File: config.mk
export PLATFORM = sky130hd
export DESIGN_NAME = serializer_fsm
export DESIGN_NICKNAME = d
export VERILOG_FILES = /design/src/rtl/fir_pkg.sv /design/src/rtl/word_hold_reg.sv /design/src/rtl/serializer_fsm.sv
export SDC_FILE = /design/constraint.sdc
export NUM_CORES = 1
export LEC_CHECK = 0
export BUFFER_PORTS_ARGS = -buffer_cell sky130_fd_sc_hd__buf_2
export CAP_MARGIN = 20
export CELL_PAD_IN_SITES_DETAIL_PLACEMENT = 1
export CELL_PAD_IN_SITES_GLOBAL_PLACEMENT = 1
export CORE_MARGIN = 4
export CORE_UTILIZATION = 35
export CTS_CLUSTER_SIZE = 16
export DETAILED_ROUTE_END_ITERATION = 16
export HOLD_SLACK_MARGIN = 0.1
export PLACE_DENSITY_LB_ADDON = 0.25
export SETUP_SLACK_MARGIN = 0.2
export SYNTH_ARGS = -nofsm -noshare
export SYNTH_HDL_FRONTEND = slang
export SYNTH_SLANG_ARGS = --single-unit
File: constraint.sdc
create_clock -name i_clk -period 3.1 [get_ports i_clk]
set_input_delay 0.155 -clock i_clk [delete_from_list [all_inputs] [get_ports i_clk]]
set_output_delay 0.155 -clock i_clk [all_outputs]
set_load 0.005 [all_outputs]
File: src/rtl/fir_pkg.sv
// Shared definitions for the FIR serializer/deserializer pair.
// One-hot FSM state encodings and the default parallel word width.
package fir_pkg;

  localparam int DEFAULT_LENGTH = 24;

  typedef enum logic [2:0] {
    IDLE  = 3'b001,
    LOAD  = 3'b010,
    SHIFT = 3'b100
  } state_t;

endpackage

File: src/rtl/word_hold_reg.sv
// One-entry hold register: latency 1 cycle from accept to valid.
// Backpressure: ready drops while the entry is full, when disabled, or in reset.
module word_hold_reg
  import fir_pkg::*;
#(
  parameter int WIDTH = DEFAULT_LENGTH
) (
  input  logic             clk,
  input  logic             rst,
  input  logic             en,
  input  logic [WIDTH-1:0] din,
  input  logic             din_valid,
  output logic             ready,
  input  logic             drain,
  output logic [WIDTH-1:0] dout,
  output logic             valid
);

  assign ready = en & ~valid & ~rst;

  // A capture on the same edge as a drain wins, so the new word stays held.
  always_ff @(posedge clk or posedge rst) begin
    if (rst) begin
      dout  <= '0;
      valid <= 1'b0;
    end else if (en) begin
      if (din_valid && ready) begin
        dout  <= din;
        valid <= 1'b1;
      end else if (drain) begin
        valid <= 1'b0;
      end
    end
  end

endmodule

File: src/rtl/serializer_fsm.sv
// Parallel-to-serial converter, LSB first: first bit valid 2 cycles after accept.
// Backpressure: i_ready=0 holds the current bit; o_ready=0 while a word is held.
module serializer_fsm
  import fir_pkg::*;
#(
  parameter int LENGTH = DEFAULT_LENGTH
) (
  input  logic              i_clk,
  input  logic              i_rst,
  input  logic              i_en,
  input  logic [LENGTH-1:0] iv_din,
  input  logic              i_din_valid,
  output logic              o_ready,
  output logic              o_dout,
  output logic              o_dout_valid,
  input  logic              i_ready,
  output logic              o_last
);

  localparam int CW = $clog2(LENGTH);
  localparam logic [CW-1:0] LAST_CNT = CW'(LENGTH - 1);

  state_t            state;
  logic [LENGTH-1:0] shift_reg;
  logic [CW-1:0]     counter;
  logic [LENGTH-1:0] hold_dat;
  logic              hold_valid;
  logic              drain;
  logic              bit_xfer;
  logic              at_last;

  word_hold_reg #(.WIDTH(LENGTH)) u_hold (
    .clk       (i_clk),
    .rst       (i_rst),
    .en        (i_en),
    .din       (iv_din),
    .din_valid (i_din_valid),
    .ready     (o_ready),
    .drain     (drain),
    .dout      (hold_dat),
    .valid     (hold_valid)
  );

  assign o_dout_valid = i_en & (state == SHIFT);
  assign bit_xfer     = o_dout_valid & i_ready;
  assign at_last      = (counter == LAST_CNT);
  assign o_last       = o_dout_valid & at_last;
  assign o_dout       = shift_reg[0];

  // The hold entry empties on LOAD exit or on a zero-bubble reload after the last bit.
  assign drain = i_en & ((state == LOAD) | (bit_xfer & at_last & hold_valid));

  always_ff @(posedge i_clk or posedge i_rst) begin
    if (i_rst) begin
      state     <= IDLE;
      shift_reg <= '0;
      counter   <= '0;
    end else if (i_en) begin
      case (state)
        IDLE: begin
          if (hold_valid) state <= LOAD;
        end
        LOAD: begin
          shift_reg <= hold_dat;
          counter   <= '0;
          state     <= SHIFT;
        end
        SHIFT: begin
          if (bit_xfer) begin
            if (at_last) begin
              counter <= '0;
              if (hold_valid) begin
                shift_reg <= hold_dat;
              end else begin
                shift_reg <= {1'b0, shift_reg[LENGTH-1:1]};
                state     <= IDLE;
              end
            end else begin
              shift_reg <= {1'b0, shift_reg[LENGTH-1:1]};
              counter   <= counter + 1'b1;
            end
          end
        end
        default: begin
          state   <= IDLE;
          counter <= '0;
        end
      endcase
    end
  end

endmodule

==> metrics.md <==
| Metric | Value |
|---|---|
| Starting Density | 0.3650 |
| Yosys cell types | 39 |
| Final instance area | 3376 um2 |
| Worst path arrival time | 2.18 ns |
| Setup violations, final | 0 |
| Row count | 31 |
| Hold Slack | 0.1387 ns |
| Element type at the critical path start | flip-flop |
| DRC viols | 0 |
| Leakage power | 0.001396 uW |
| DIE HEIGHT | 95.67 um |
| Max Cap Viol | 0 |
| Max Clk Rate | 499.9 MHz |
| CTS Sinks | 57 |
| Worst-path clk slew | 0.06 ns |
| Layout cells sized above 1 | 0.3497 |
| Area contributors post-synth | dfrtp_1 52%, mux2_2 10%, mux2i_1 9.7% |
| Final count of hold timing violations | 0 |
| Primary FF master, synth | dfrtp_1 |
| Commonest cells after routing, fill and taps aside | 56 x dfrtp_1, 32 x buf_2, 26 x mux2i_1 |
| H-tree lvl count | 3 |
| Most common cell after layout, fill and taps aside | dfrtp_1 |
| Post-synth EDFFs | 0 |
| Setup TNS | 0 ns |
| Worst slew pin tran | 0.6859 ns |
| DIE AREA | 9153 um2 |
| Ys async rst share | 1.000 |
| Fillers | 831 |
| WS Path Type | flip-flop to flip-flop |
| Layout overhead on the synthesized area | 25.49% |
| Final critical-path required period | 2.000 ns |
| DIE WIDTH | 95.67 um |
| DR iter-0 viols | 55 |
| First-pass GRT wire length | 8832 um |
| Dpl hpwl | 3417 um |
| Final estimated routing congestion in global placement | 0.7959 |
| Total core area | 7370 um2 |
| Vias in the first global route | 1854 |
| Largest net degree at the start of global routing | 49 |
| Mapped cell area | 2690 um2 |
| Insertion delay to the later sink of the worst-skew pair | 0.32 ns |
| Min-delay worst type | primary input to flip-flop |
| Status | completed |
| Synth Net Count | 251 |
| Via density per instance | 4.681 |
| Number of buffers on the longest clock path | 2 |
| Crit-path max FO | 24 |
| Routed wire length | 5332 um |
| Via count | 1802 |
| DR pass1 iterations | 4 |
| CP endpoint kind | flip-flop |
| WL/cell | 13.85 um |
| ANT nets after route | 0 |
| Final core occ | 0.4581 |
| DP Area | 2918 um2 |
| Post-Synthesis Mean Instance Area | 12.17 um2 |
| Unrepaired setup endpoints after global routing | false |
| Sequential area share after synthesis | 0.5307 |
| Yosys reg bits | 57 |
| Worst EP required | 3.28 ns |
| GRT Util Overall | 0.1273 |
| Yosys top cell by area | dfrtp_1 |
| Antenna cells | 0 |
| Final Cycle Share | 0.6453 |
| Clock skew | 0.007447 ns |
| Port bufs | 32 |
| Peak supply drop | 0.3473 mV |
| Design Power | 2871 uW |
| CTS root buf | clkbuf_8 |
| Initial antenna violation count | 0 |
| Yosys top cell area share | 0.5209 |
| Total grt overflow | 0 |
| Nets | 311 |
| Mapped Cells | 221 |
| IO Count | 33 |
| Fin. max-slew vios | 0 |
| Max_slew headroom | 0.5420 |
| Total CTS buffers | 9 |
| CTS tree | yes |
| Synth warn | 0 |
| PwrDens | 850.4 nW/um2 |
==> final cells by class <==
| cell class | instances | area, um2 | area share |
|---|---|---|---|
| sequential | 57 | 1428 | 0.4229 |
| multi-input combinational | 147 | 1157 | 0.3428 |
| timing repair buffer | 61 | 440.4 | 0.1305 |
| clock buffer | 14 | 172.7 | 0.05115 |
| tap | 99 | 123.9 | 0.03669 |
| clock inverter | 2 | 35.03 | 0.01038 |
| inverter | 5 | 18.77 | 0.005560 |
==> cell families (layout without fill, tap and decap cells) <==
| group | count (synthesis) | after routing | share of synthesized area |
|---|---|---|---|
| compound gates | 43 | 43 | 0.1158 |
| buf+inv | 17 | 82 | 0.04605 |
| fa+ha+maj | 1 | 1 | 0.004650 |
| mux | 50 | 50 | 0.1972 |
| flops | 57 | 57 | 0.5307 |
| simple gates | 53 | 53 | 0.1056 |
==> synth_stat cells, types with 2 or more instances <==
cell type,n
clkbuf_1,2
inv_1,5
mux2i_1,26
nor2b_1,3
dfrtp_1,56
nand2b_1,2
buf_6,2
nand3b_1,2
buf_12,2
mux2_2,24
a31oi_1,3
a21oi_1,11
nor2_1,25
o21ai_0,4
buf_2,4
buf_4,2
nand2_1,6
a21oi_2,19
and3_1,3
==> stage by stage <==
step | instances | setup slack [ns]
global route | 385 | 0.9397
CTS | 385 | 1.074
detailed placement | 344 | 1.100
finish | 385 | 1.100
floorplan | 221 | 1.412
global placement | 344 | 1.118
==> layer usage <==
layer  vias up  GRT usage  wire length [um]
li1        895          -                 -
met1       878     0.1633              2626
met2        27     0.2009              2464
met3         2    0.04578               192
met4         0    0.03910                48
met5         -          0                 0
==> power breakdown <==
part	switching, uW	leakage (uW)	internal [uW]
clock	277	0.000107	437
combinational	391	0.000607	436
sequential	234	0.000682	1100
total	903	0.00140	1970
==> worst paths after layout <==
check                                start  slack, ns               to  depth (start not counted)
max                             counter[0]       1.10    shift_reg[18]                          6
min                                   i_en       0.14         state[1]                          2
max reg2reg                     counter[0]       1.10    shift_reg[18]                          6
min reg2reg                u_hold.dout[18]       0.51  u_hold.dout[18]                          1
max in group asynchronous            i_rst       1.78     shift_reg[5]                          4
min in group asynchronous            i_rst       0.51       counter[3]                          3
==> critical path: stages, from the launching register on <==
cell and delay (ns):
dfrtp_1 0.41, ha_1 0.27, and4b_1 0.27, a21boi_4 0.16
buf_4 0.38, mux2i_1 0.29, a21oi_2 0.08
==> repair_timing <==
item / in CTS / in global routing
hold buffers: 25 / 0
hold endpoints to repair: 54 / 0
setup buffers: 0 / 0
endpoints found under the setup margin: 0 / 0
resized for setup: 0 / 0
(Power assumes the default switching activity.)
